`config.mk`:
```
export PLATFORM = sky130hd
export DESIGN_NAME = renkon_sched
export DESIGN_NICKNAME = d
export VERILOG_FILES = /design/src/rtl/renkon_sched_pkg.sv /design/src/rtl/renkon_sched_table.sv /design/src/rtl/renkon_sched.sv
export SDC_FILE = /design/constraint.sdc
export NUM_CORES = 1
export LEC_CHECK = 0
export CORE_MARGIN = 3
export CORE_UTILIZATION = 50
export CTS_CLUSTER_DIAMETER = 200
export DETAILED_ROUTE_END_ITERATION = 8
export PLACE_DENSITY = 0.75
export SLEW_MARGIN = 20
export SYNTH_ARGS = -nofsm -noshare
export SYNTH_HDL_FRONTEND = slang
export SYNTH_SLANG_ARGS = --single-unit
```
`constraint.sdc`:
```
create_clock -name clk -period 5 [get_ports clk]
set_input_delay 1 -clock clk [delete_from_list [all_inputs] [get_ports clk]]
set_output_delay 1 -clock clk [all_outputs]
set_load 0.02 [all_outputs]
```
`src/rtl/renkon_sched_pkg.sv`:
```
// Shared types for the renkon layer sequencer: FSM states, descriptor field
// codes and error codes.
package renkon_sched_pkg;

  typedef enum logic [2:0] {
    S_IDLE,
    S_CHECK,
    S_ISSUE,
    S_WAIT,
    S_NEXT,
    S_DONE,
    S_ERR
  } state_t;

  localparam logic [2:0] FLD_TOTAL_OUT   = 3'd0;
  localparam logic [2:0] FLD_TOTAL_IN    = 3'd1;
  localparam logic [2:0] FLD_IMG_SIZE    = 3'd2;
  localparam logic [2:0] FLD_FIL_SIZE    = 3'd3;
  localparam logic [2:0] FLD_POOL_SIZE   = 3'd4;
  localparam logic [2:0] FLD_INPUT_ADDR  = 3'd5;
  localparam logic [2:0] FLD_OUTPUT_ADDR = 3'd6;
  localparam logic [2:0] FLD_NET_ADDR    = 3'd7;

  localparam logic [1:0] ERR_NONE     = 2'd0;
  localparam logic [1:0] ERR_BAD_DESC = 2'd1;
  localparam logic [1:0] ERR_TIMEOUT  = 2'd2;
  localparam logic [1:0] ERR_ABORT    = 2'd3;

endpackage

```
`src/rtl/renkon_sched_table.sv`:
```
// Layer descriptor register file: NLAYER rows of eight fields, one host
// write port and one combinational read port.
module renkon_sched_table
  import renkon_sched_pkg::*;
#(
  parameter int LWIDTH  = 10,
  parameter int IMGSIZE = 12,
  parameter int NETSIZE = 14,
  parameter int NLAYER  = 4,
  parameter int CWIDTH  = 16,
  parameter int LAYLOG  = $clog2(NLAYER)
) (
  input  logic               clk,
  input  logic               xrst,
  input  logic               we,
  input  logic [LAYLOG-1:0]  wr_layer,
  input  logic [2:0]         wr_field,
  input  logic [CWIDTH-1:0]  wr_data,
  input  logic [LAYLOG-1:0]  rd_layer,
  output logic [LWIDTH-1:0]  total_out,
  output logic [LWIDTH-1:0]  total_in,
  output logic [LWIDTH-1:0]  img_size,
  output logic [LWIDTH-1:0]  fil_size,
  output logic [LWIDTH-1:0]  pool_size,
  output logic [IMGSIZE-1:0] input_addr,
  output logic [IMGSIZE-1:0] output_addr,
  output logic [NETSIZE-1:0] net_addr
);

  logic [LWIDTH-1:0]  t_total_out   [NLAYER];
  logic [LWIDTH-1:0]  t_total_in    [NLAYER];
  logic [LWIDTH-1:0]  t_img_size    [NLAYER];
  logic [LWIDTH-1:0]  t_fil_size    [NLAYER];
  logic [LWIDTH-1:0]  t_pool_size   [NLAYER];
  logic [IMGSIZE-1:0] t_input_addr  [NLAYER];
  logic [IMGSIZE-1:0] t_output_addr [NLAYER];
  logic [NETSIZE-1:0] t_net_addr    [NLAYER];
  logic               unused_data;

  // Upper data bits beyond the widest field are dropped by design.
  assign unused_data = ^wr_data;

  always_ff @(posedge clk) begin
    if (xrst) begin
      for (int i = 0; i < NLAYER; i++) begin
        t_total_out[i]   <= '0;
        t_total_in[i]    <= '0;
        t_img_size[i]    <= '0;
        t_fil_size[i]    <= '0;
        t_pool_size[i]   <= '0;
        t_input_addr[i]  <= '0;
        t_output_addr[i] <= '0;
        t_net_addr[i]    <= '0;
      end
    end else if (we) begin
      case (wr_field)
        FLD_TOTAL_OUT:   t_total_out[wr_layer]   <= wr_data[LWIDTH-1:0];
        FLD_TOTAL_IN:    t_total_in[wr_layer]    <= wr_data[LWIDTH-1:0];
        FLD_IMG_SIZE:    t_img_size[wr_layer]    <= wr_data[LWIDTH-1:0];
        FLD_FIL_SIZE:    t_fil_size[wr_layer]    <= wr_data[LWIDTH-1:0];
        FLD_POOL_SIZE:   t_pool_size[wr_layer]   <= wr_data[LWIDTH-1:0];
        FLD_INPUT_ADDR:  t_input_addr[wr_layer]  <= wr_data[IMGSIZE-1:0];
        FLD_OUTPUT_ADDR: t_output_addr[wr_layer] <= wr_data[IMGSIZE-1:0];
        FLD_NET_ADDR:    t_net_addr[wr_layer]    <= wr_data[NETSIZE-1:0];
        default: ;
      endcase
    end
  end

  assign total_out   = t_total_out[rd_layer];
  assign total_in    = t_total_in[rd_layer];
  assign img_size    = t_img_size[rd_layer];
  assign fil_size    = t_fil_size[rd_layer];
  assign pool_size   = t_pool_size[rd_layer];
  assign input_addr  = t_input_addr[rd_layer];
  assign output_addr = t_output_addr[rd_layer];
  assign net_addr    = t_net_addr[rd_layer];

endmodule

```
`src/rtl/renkon_sched.sv`:
```
// Layer sequencer in front of renkon: walks the descriptor table, issues one
// req per layer, waits for ack under a watchdog and reports status.
module renkon_sched
  import renkon_sched_pkg::*;
#(
  parameter int LWIDTH  = 10,
  parameter int IMGSIZE = 12,
  parameter int NETSIZE = 14,
  parameter int NLAYER  = 4,
  parameter int CWIDTH  = 16,
  parameter int TOWIDTH = 24,
  localparam int LAYLOG = $clog2(NLAYER)
) (
  input  logic               clk,
  input  logic               xrst,
  input  logic               cfg_we,
  input  logic [LAYLOG+2:0]  cfg_addr,
  input  logic [CWIDTH-1:0]  cfg_data,
  input  logic [LAYLOG:0]    n_layers,
  input  logic               start,
  input  logic               abort,
  output logic               busy,
  output logic               done,
  output logic               err,
  output logic [1:0]         err_code,
  output logic [LAYLOG-1:0]  cur_layer,
  output logic [TOWIDTH-1:0] layer_cycles,
  output logic               req,
  output logic [LWIDTH-1:0]  total_out,
  output logic [LWIDTH-1:0]  total_in,
  output logic [LWIDTH-1:0]  img_size,
  output logic [LWIDTH-1:0]  fil_size,
  output logic [LWIDTH-1:0]  pool_size,
  output logic [IMGSIZE-1:0] input_addr,
  output logic [IMGSIZE-1:0] output_addr,
  output logic [NETSIZE-1:0] net_addr,
  input  logic               ack
);

  localparam logic [LAYLOG:0]    NLAY_MAX = (LAYLOG+1)'(NLAYER);
  localparam logic [TOWIDTH-1:0] WD_LAST  = {{(TOWIDTH-1){1'b1}}, 1'b0};

  state_t             state, state_nx;
  logic [LAYLOG:0]    n_lat, n_last, n_clamped;
  logic [TOWIDTH-1:0] wd;
  logic               tbl_we, desc_ok, last_layer, timeout;
  logic [LWIDTH-1:0]  t_total_out, t_total_in, t_img_size, t_fil_size, t_pool_size;
  logic [IMGSIZE-1:0] t_input_addr, t_output_addr;
  logic [NETSIZE-1:0] t_net_addr;

  assign tbl_we     = cfg_we && (state == S_IDLE);
  assign n_clamped  = (n_layers > NLAY_MAX) ? NLAY_MAX : n_layers;
  assign n_last     = n_lat - 1'b1;
  assign last_layer = ({1'b0, cur_layer} == n_last);
  // The watchdog reaches all-ones on the edge that ends the last allowed WAIT cycle.
  assign timeout    = (wd == WD_LAST);
  assign desc_ok    = (t_fil_size != '0) && (t_pool_size != '0) && (t_total_in != '0) &&
                      (t_total_out != '0) && (t_fil_size <= t_img_size);

  renkon_sched_table #(
    .LWIDTH (LWIDTH),
    .IMGSIZE(IMGSIZE),
    .NETSIZE(NETSIZE),
    .NLAYER (NLAYER),
    .CWIDTH (CWIDTH),
    .LAYLOG (LAYLOG)
  ) u_table (
    .clk        (clk),
    .xrst       (xrst),
    .we         (tbl_we),
    .wr_layer   (cfg_addr[LAYLOG+2:3]),
    .wr_field   (cfg_addr[2:0]),
    .wr_data    (cfg_data),
    .rd_layer   (cur_layer),
    .total_out  (t_total_out),
    .total_in   (t_total_in),
    .img_size   (t_img_size),
    .fil_size   (t_fil_size),
    .pool_size  (t_pool_size),
    .input_addr (t_input_addr),
    .output_addr(t_output_addr),
    .net_addr   (t_net_addr)
  );

  always_ff @(posedge clk) begin
    if (xrst) state <= S_IDLE;
    else      state <= state_nx;
  end

  always_comb begin
    state_nx = state;
    busy     = (state != S_IDLE);
    req      = (state == S_ISSUE);
    done     = (state == S_DONE);
    if (abort) begin
      state_nx = S_IDLE;
    end else begin
      case (state)
        S_IDLE:  if (start) state_nx = (n_layers == '0) ? S_DONE : S_CHECK;
        S_CHECK: state_nx = desc_ok ? S_ISSUE : S_ERR;
        S_ISSUE: state_nx = S_WAIT;
        S_WAIT: begin
          if (ack)          state_nx = S_NEXT;
          else if (timeout) state_nx = S_ERR;
        end
        S_NEXT:  state_nx = last_layer ? S_DONE : S_CHECK;
        S_DONE:  state_nx = S_IDLE;
        S_ERR:   state_nx = S_IDLE;
        default: state_nx = S_IDLE;
      endcase
    end
  end

  // Abort only leaves a trace when it cuts a layer short in WAIT.
  always_ff @(posedge clk) begin
    if (xrst) begin
      n_lat        <= '0;
      wd           <= '0;
      err          <= 1'b0;
      err_code     <= ERR_NONE;
      cur_layer    <= '0;
      layer_cycles <= '0;
      total_out    <= '0;
      total_in     <= '0;
      img_size     <= '0;
      fil_size     <= '0;
      pool_size    <= '0;
      input_addr   <= '0;
      output_addr  <= '0;
      net_addr     <= '0;
    end else if (abort) begin
      if (state == S_WAIT) begin
        err      <= 1'b1;
        err_code <= ERR_ABORT;
      end
    end else begin
      case (state)
        S_IDLE: if (start) begin
          n_lat     <= n_clamped;
          err       <= 1'b0;
          err_code  <= ERR_NONE;
          cur_layer <= '0;
        end
        S_CHECK: if (desc_ok) begin
          total_out   <= t_total_out;
          total_in    <= t_total_in;
          img_size    <= t_img_size;
          fil_size    <= t_fil_size;
          pool_size   <= t_pool_size;
          input_addr  <= t_input_addr;
          output_addr <= t_output_addr;
          net_addr    <= t_net_addr;
        end else begin
          err      <= 1'b1;
          err_code <= ERR_BAD_DESC;
        end
        S_ISSUE: wd <= '0;
        S_WAIT: begin
          wd <= wd + 1'b1;
          if (ack) begin
            layer_cycles <= wd + 1'b1;
          end else if (timeout) begin
            err      <= 1'b1;
            err_code <= ERR_TIMEOUT;
          end
        end
        S_NEXT: if (!last_layer) cur_layer <= cur_layer + 1'b1;
        default: ;
      endcase
    end
  end

endmodule

```
# --- Word level (Yosys, flattened, before mapping) ---
# Memories as Yosys holds them, arrays and structs flattened. A register that Yosys moved wholly into a read port is not among the register bits.
# Cells that the tools add are included.
classes:
  n_addsub: 3
  order_cmp: 2
  eq_ne: 22
  n_mux: 93
  bitwise_logic: 1
  reduce_logical: 32
op_table:
  columns: ["cell", "n"]
  rows:
  - ["two-way mux 10 bit", 5]
  - ["two-way mux 2 bit", 25]
  - ["OR reduction 10 bit", 5]
  - ["two-way mux 1 bit", 48]
  - ["one-hot mux 24 bit (2 select lines)", 1]
  - ["nonzero test 10 bit", 4]
  - ["adder 24 x 1 -> 24 bit (second input constant)", 1]
  - ["equality test 24 bit (second input constant)", 1]
  - ["two-way mux 12 bit", 2]
  - ["OR reduction 12 bit", 2]
  - ["two-way mux 3 bit", 7]
  - ["equality test 3 bit (second input constant)", 6]
  - ["!= test 3 bit (second input constant)", 5]
  - ["one-hot mux 3 bit (5 select lines)", 1]
  - ["two-way mux 14 bit", 1]
  - ["OR reduction 14 bit", 1]
  - ["equality test 3 x 2 -> 1 bit (second input constant)", 4]
  - ["less-or-equal comparator 10 bit", 1]
  - ["zero test 3 bit", 3]
  - ["AND reduction 3 bit", 3]
  - ["equality test 3 x 1 -> 1 bit (second input constant)", 2]
  - ["one-hot mux 2 bit (3 select lines)", 1]
  - ["AND reduction 6 bit", 1]
  - ["nonzero test 3 bit", 2]
  - ["other kinds (14)", 21]
word_totals:
  regBits: 109
  mem_bits_rw: 352
  input_bits: 30
  word_cells: 173
  mem_count: 8
mem_list:
  columns: ["memory", "depth", "word_bits", "rd", "rd_clocked_by_memory_dff", "write_ports", "line_no", "rtl"]
  rows:
  - ["u_table.t_net_addr", 4, 14, 1, 1, 4, "renkon_sched_table.sv:37", "logic [NETSIZE-1:0] t_net_addr [NLAYER];"]
  - ["u_table.t_input_addr", 4, 12, 1, 1, 4, "renkon_sched_table.sv:35", "logic [IMGSIZE-1:0] t_input_addr [NLAYER];"]
  - ["u_table.t_output_addr", 4, 12, 1, 1, 4, "renkon_sched_table.sv:36", "logic [IMGSIZE-1:0] t_output_addr [NLAYER];"]
  - ["u_table.t_fil_size", 4, 10, 1, 1, 4, "renkon_sched_table.sv:33", "logic [LWIDTH-1:0] t_fil_size [NLAYER];"]
  - ["u_table.t_img_size", 4, 10, 1, 1, 4, "renkon_sched_table.sv:32", "logic [LWIDTH-1:0] t_img_size [NLAYER];"]
  - ["u_table.t_pool_size", 4, 10, 1, 1, 4, "renkon_sched_table.sv:34", "logic [LWIDTH-1:0] t_pool_size [NLAYER];"]
  - ["2 more memories", null, null, null, null, null, null, null]

# --- Longest topological paths before layout ---
logic_depth:
  depth_word: 8
  mapped_depth: 17
  ltp_nobuf: 10

# --- Cells and area by module ---
# Synthesis repeated with hierarchy kept, for this count alone.
unflattened:
  cells_unflattened: 1712
  hier_area_um2: 22212.6
modules_own_cells:
  columns: ["module", "instances", "cells_each", "area_each_um2", "seq_area_each_um2"]
  rows:
  - ["renkon_sched_table", 1, 1022, 15867.7, 10570.1]
  - ["renkon_sched", 1, 690, 6344.8, 2942.8]

# --- Least setup slack after synthesis ---
# Ideal clock, no wire load.
synth_path:
  kind: "register -> register"
  startpoint: "register (tool-made name)"
  endpoint: "register input_addr[10], read port of u_table.t_input_addr"
  setup_time_ps: 72
  arrival_time_ps: 4097
  t_required_ps: 4928
  setup_slack_ps: 831
  stages_incl_launch_ff: 18
  n_path_buf: 7
  path_cell_list: "dfxtp_1 -> buf_6 -> buf_6 -> buf_2 -> buf_1 -> mux4_2 -> inv_1 -> ha_1 -> nor2b_1 -> o21a_1 -> o21ai_1 -> a21oi_1 -> o41a_1 -> nor4_1 -> buf_2 -> buf_6 -> buf_6 -> mux2i_1"
synth_rtl:
  columns: ["item", "line_no", "rtl"]
  rows:
  - ["to (decl)", "renkon_sched.sv:34", "output logic [IMGSIZE-1:0] input_addr,"]

==> metrics.yaml <==
critical_path:
  worst_ep_required_time_ps: 5520
  end_kind: "register"
  cp_max_fo: 49
  reg2reg_to: "total_in[8]"
  timing.reg2reg.setup_slack_ps: 1050
  timing.critical_path.slowest_stage_cell: "mux4_2"
  cp_data_arrival_time_ps: 4460
  cp-endpoint: "total_in[8]"
  worstSetupStartpointType: "register"
  cpPeakStageDelay_ps: 630
  reg2regPathDepth: 10
  timing.critical_path.cells: "buf_4, mux4_2, inv_1, ha_1, a21oi_1, a31oi_1, o41a_1, nor4_2, buf_12, mux2i_1"
  path_class: "reg -> reg"
logic_synthesis:
  synthesis.yosys.warnings: 0
  ys_ff_latch: 501
  synth_top_area_cell: "edfxtp_1"
  post_synth_inst_count: 1780
  syn_nets: 1823
  synth.yosys.seq_area_share_pct: 60.87
  number_of_enable_type_register_cells_in_the_synthesized_netlist: 352
  total_standard_cell_area_after_synthesis_mm2: 0.02226
  synth.lib_cells_used.distinct: 46
  postSynth.asyncResetShare_pct: 0
  post_synthesis_average_cell_area_um2: 12.51
  synth-main-ff-cell: "edfxtp_1"
  cell_with_the_most_instances_after_synthesis: "edfxtp_1"
  yosysTopAreaCellShare_pct: 47.48
  post_synth_most_frequent_cells: "edfxtp_1, and2_1, nand2_1, dfxtp_1, clkbuf_1"
  post_synth_main_area_contributors: "edfxtp_1, dfxtp_1, mux4_2"
global_routing:
  grt_start_max_net_pins: 137
  grt_pass1_vias: 14375
  grtUsageMet1_pct: 28.77
  grtUsageMet2_pct: 36.40
  antenna_found_initial: 5
  grt_pass1_wl_um: 80590
  grt-busiest-layer: "met2"
  grt_remaining_overflow: 0
  globalRouteMet3Util_pct: 4.314
  grt.total_usage_pct: 21.82
clock_tree:
  cts-root-to-sink-buffers: 3
  clock_sink_count: 501
  cts_tree: "built"
  cts.clk_slew.worst_paths_ps: 60
  root_buffer: "clkbuf_16"
  insertion_delay_ps: 600
  post-cts-setup-buffers: 0
  cts.hold.buffers_added: 0
  tritoncts.num_buffers: 51
  htree_levels: 2
  cts_resized: 0
cells_and_area:
  final_layout_size_suffix_gt1_share_pct: 12.18
  fillerInstances: 3448
  multi_input_area_mm2: 0.008079
  area_growth_syn_to_layout_pct: 16.30
  finish.net_count: 1933
  area.sequential_mm2: 0.01356
  finalCoreUtilization_pct: 59.45
routing:
  drc: 0
  via_per_inst: 5.626
  detail_route.iter0.violations: 1419
  ant_nets: 0
  drt_pre_antenna_iters: 5
  avgRoutedWirePerCell_um: 20.44
  detailroute.via_count: 14154
  wl_um: 51430
sta:
  fmax_mhz: 253.4
  rsz0062_at_grt: "no"
  timing.final.setup_violations: 0
  tightestPinTransition_ps: 1047
  post-route-period-util_pct: 78.93
  maxSlewHeadroom_pct: 29.85
  fin_tns_setup_ps: 0
  fin_worst_skew_ps: 31.41
  period_needed_ps: 3947
  maxSlewViolCount: 0
  finalHoldViolations: 0
pwr:
  ir_worst_vdd_uv: 210.4
  cellPowerDensity_mw_per_mm2: 334.4
  power_leakage_uw: 0.009268
floorplanning:
  floorplan.initialDensity_pct: 51.12
  core-area_mm2: 0.04355
  dieArea_mm2: 0.04710
  floorplan.die.width_um: 217.0
  top_level_ports: 150
  number_of_rows_created_at_floorplan: 76
  y_dimension_of_the_die_um: 217.0
worst_hold_path:
  min-delay-path-class: "reg -> reg"
placed_design:
  finalWeightedCongestion: 0.8245
  numPortBuffers: 147
  dp_hpwl_um: 32180
job:
  cap_viol_max_count: 0
run_status:
  status: "finished, final reports clean"
-- stage by stage --
stage	area (µm²)	cells	total power, µW	hold WS (ps)	setup WS (ps)
finish	25890	2516	8658	453.8	1053
global route	25890	2516	8913	473.7	787.2
CTS	25910	2514	8708	457.9	977.6
detailed placement	24350	2422	5115	447.8	1042
global placement	24340	2422	5096	443.2	1130
floorplan	22260	1780	4920	457.0	831.3
-- cells in the final DEF, fill, tap and decap left out, types with 13 or more instances in the layout --
master           count
nor3_1              22
mux4_2              88
clkdlybuf4s50_1    141
nand3_1             14
ha_1                13
inv_1               18
xor2_1              14
dfxtp_1            145
buf_4               49
and3_1              71
a21oi_1             28
clkbuf_1            16
mux2i_1             90
a211oi_1            26
and2_1             290
edfxtp_1           352
nand2_1            226
o21ai_0             32
clkbuf_16           52
nor2_1             104
-- worst min-delay path by stage --
| stage | start | endpoint | slack [ps] | cells past startpoint |
|---|---|---|---|---|
| 2_1_floorplan | n_lat[1] | n_lat[1] | 460 | 2 |
| 3_3_place_gp | net_addr[12] | net_addr[12] | 440 | 2 |
| 3_5_place_dp | img_size[1] | img_size[1] | 450 | 2 |
| 4_1_cts | fil_size[8] | fil_size[8] | 460 | 2 |
| 5_1_grt | net_addr[8] | net_addr[8] | 470 | 2 |
| 6_report | img_size[1] | img_size[1] | 450 | 2 |
-- cell type report --
type / instances / share of cell area, %
Sequential cell: 501 / 52.37
Inverter: 20 / 0.3093
Tap cell: 585 / 2.827
Timing Repair Buffer: 199 / 7.219
Antenna cell: 2 / 0.01933
Clock buffer: 74 / 5.509
Clock inverter: 18 / 0.5460
Multi-Input combinational cell: 1117 / 31.20
-- registers in the layout (all words and copies together), names as in the netlist, 40 cells and up, named ones only --
register / cells
u_table.t_total_in: 40
u_table.t_img_size: 40
u_table.t_fil_size: 40
u_table.t_output_addr: 48
u_table.t_net_addr: 56
u_table.t_pool_size: 40
u_table.t_total_out: 40
u_table.t_input_addr: 48
-- metal layers --
metal | share of wire, % | wire, µm | vias to the layer above
li1 | - | - | 6552
met1 | 41 | 20960 | 6991
met2 | 49 | 25290 | 503
met3 | 7.1 | 3643 | 104
met4 | 2.9 | 1510 | 4
met5 | 0.041 | 21 | -
-- critical path: cells and delay by family (launching register included) --
kind | cells | cell delay (ps)
multiplexers | 2 | 870
AND/OR/NAND/NOR | 1 | 550
adder cells (fa/ha/maj) | 1 | 260
buffers and inverters | 3 | 1080
AO/OA/AOI/OAI | 3 | 440
flip-flops | 1 | 610
-- cells by family (layout without fill, tap and decap cells) --
family                   Yosys count  in the layout  synth area share (%)
adder cells (fa/ha/maj)           13             13                0.7306
XOR/XNOR                          25             25                0.9835
buffers and inverters            162            311                 2.945
flip-flops                       501            501                 60.87
other                              0              2                     0
multiplexers                     178            178                 12.95
AND/OR/NAND/NOR                  780            780                 18.12
AO/OA/AOI/OAI                    121            121                 3.400
-- power breakdown --
part           switching (µW)  leakage (µW)  internal (µW)
sequential               39.5       0.00488           4550
combinational             292       0.00362            148
clock                    1560      0.000773           2080
total                    1890       0.00927           6770
Power figures use the tool's default switching activity.
==> patch: new RTL, same settings <==
The parameter `TOWIDTH` goes from 24 to 48.
--- a/src/rtl/renkon_sched.sv
+++ b/src/rtl/renkon_sched.sv
@@ -10,3 +10,3 @@
   parameter int CWIDTH  = 16,
-  parameter int TOWIDTH = 24,
+  parameter int TOWIDTH = 48,
   localparam int LAYLOG = $clog2(NLAYER)
Interface: changed (resized layer_cycles); port bits go from 150 to 174. The function was not compared with the original's and may differ.
==> patch against the unedited design <==
- critical path depth shrank 1
- power increased by 11%
- worst setup slack lost 530 ps
- combinational power grew 10%
- wire length up 19%
- sequential share of layout area down 2.0 points
- synthesized area grew 11%
- cell area is 11% higher
- sequential cell count rose by 48
- sequential power up 8.5%
- cell count grew 16%
==> patch: results (changes against the unedited design) <==
metric	value	unit	change
status	completed		
final non-filler cell total	2917		+16%
I/O Buffers	171		+16%
DRT iter0 DRCs	1828		+29%
top cells by count, synth	352 x edfxtp_1, 252 x and2_1, 197 x dfxtp_1, 160 x nor2_1, 158 x clkbuf_1		
Worst-Margin Slew	1020	ps	-22.1 ps
Max FO, Critical Path	52		+6.1%
number of global-route vias before repair	16631		+16%
Net Count, Synth	2156		+18%
CP peak stage delay	700	ps	+70 ps
Synth cell types	56		+22%
diode count	0		-2
r2r setup slk	530	ps	-530 ps
initial antenna violation count	0		-5
layout cells sized above 1	12.8	%	+0.64 points
routability cong.	0.886		+7.5%
slowest stage cell on the critical path	a2111o_2		
Final #Nets	2256		+17%
DP Cell Count	2811		+16%
reg2reg path depth	9		-1
Worst VDD drop	0.273	mV	+30%
dpl hpwl	39000	um	+21%
CP delay by family, top	compound AO/OA/AOI/OAI gates		
Synth top area share	42.8	%	-4.7 points
Overall Global Routing Usage	23.0	%	+1.2 points
Worst Clk Skew	22.6	ps	-8.79 ps
detailed-route wire length per cell	21.0	um	+2.9%
Via density	5.87		+4.4%
Worst R2R End	output_addr[2]		
post-synthesis average cell area	11.7	sq um	-6.5%
patch: cell types whose count changed in the layout (fill, tap and decap cells not counted), moves of 17 or more:
| cell | delta |
|---|---|
| nor2_1 | +56 |
| mux2i_1 | -81 |
| a21oi_1 | +98 |
| mux2_2 | +17 |
| o21ai_0 | +93 |
| and2_1 | -39 |
| and3_1 | +47 |
| dfxtp_1 | +48 |
| a22oi_1 | +21 |
| nand3_1 | +101 |
| buf_4 | +17 |
| clkdlybuf4s50_1 | +26 |
| nand2_1 | -159 |
patch: cells by family after synthesis:
logic type	after synthesis	share of synthesized area [%]
simple gates	820	17.9
flops	549	58.8
compound gates	356	8.46
buf+inv	223	3.70
mux	114	9.16
xor+xnor	38	1.35
fa+ha+maj	13	0.658
patch: layer usage:
layer	vias up	part of all wire (%)	routed length, um	GRT usage (%)
met5	-	0	0	0
met1	8382	41	24900	31.0
met4	0	2.5	1560	6.57
li1	7934	-	-	-
met2	710	48	29700	38.6
met3	109	8.4	5160	4.17
patch: layout make-up:
cell class                 count  area (sq um)
inverter                      26          97.6
clock buffer                  68          1510
timing repair buffer         239          2230
multi-input combinational   1341          9310
tap                          656           821
clock inverter                38           334
sequential                   549         14500
fill                        3847         19400
patch: through the flow:
stage | utilization (%) | hold slack (ps) | power (uW) | setup WS, ps
final | 59.8 | 466 | 9610 | 525
after floorplan | - | 457 | 5340 | 475
after CTS | 59.8 | 462 | 9670 | 527
after global routing | 59.8 | 487 | 9910 | 326
after detailed placement | 56.0 | 452 | 5550 | 574
after global placement | 56.0 | 446 | 5530 | 739
patch: how the worst min path moves through the flow:
stage | from | end | slack, ps
finish | layer_cycles[45] | layer_cycles[45] | 470
global route | layer_cycles[45] | layer_cycles[45] | 490
CTS | layer_cycles[45] | layer_cycles[45] | 460
detailed placement | layer_cycles[45] | layer_cycles[45] | 450
global placement | layer_cycles[45] | layer_cycles[45] | 450
floorplan | n_lat[1] | n_lat[1] | 460
patch: power by group through the flow:
stage,combinational [uW],clock [uW],sequential (uW)
6_report,485,4160,4970
5_1_grt,519,4420,4980
4_1_cts,485,4210,4970
3_5_place_dp,483,0,5070
3_3_place_gp,472,0,5060
2_1_floorplan,279,0,5060
patch: tightest hold or removal path, delay by kind of cell, from the launching register on:
| family | cells | cell delay, ps |
|---|---|---|
| AO/OA/AOI/OAI | 1 | 50 |
| flip-flops | 1 | 310 |
| AND/OR/NAND/NOR | 1 | 50 |
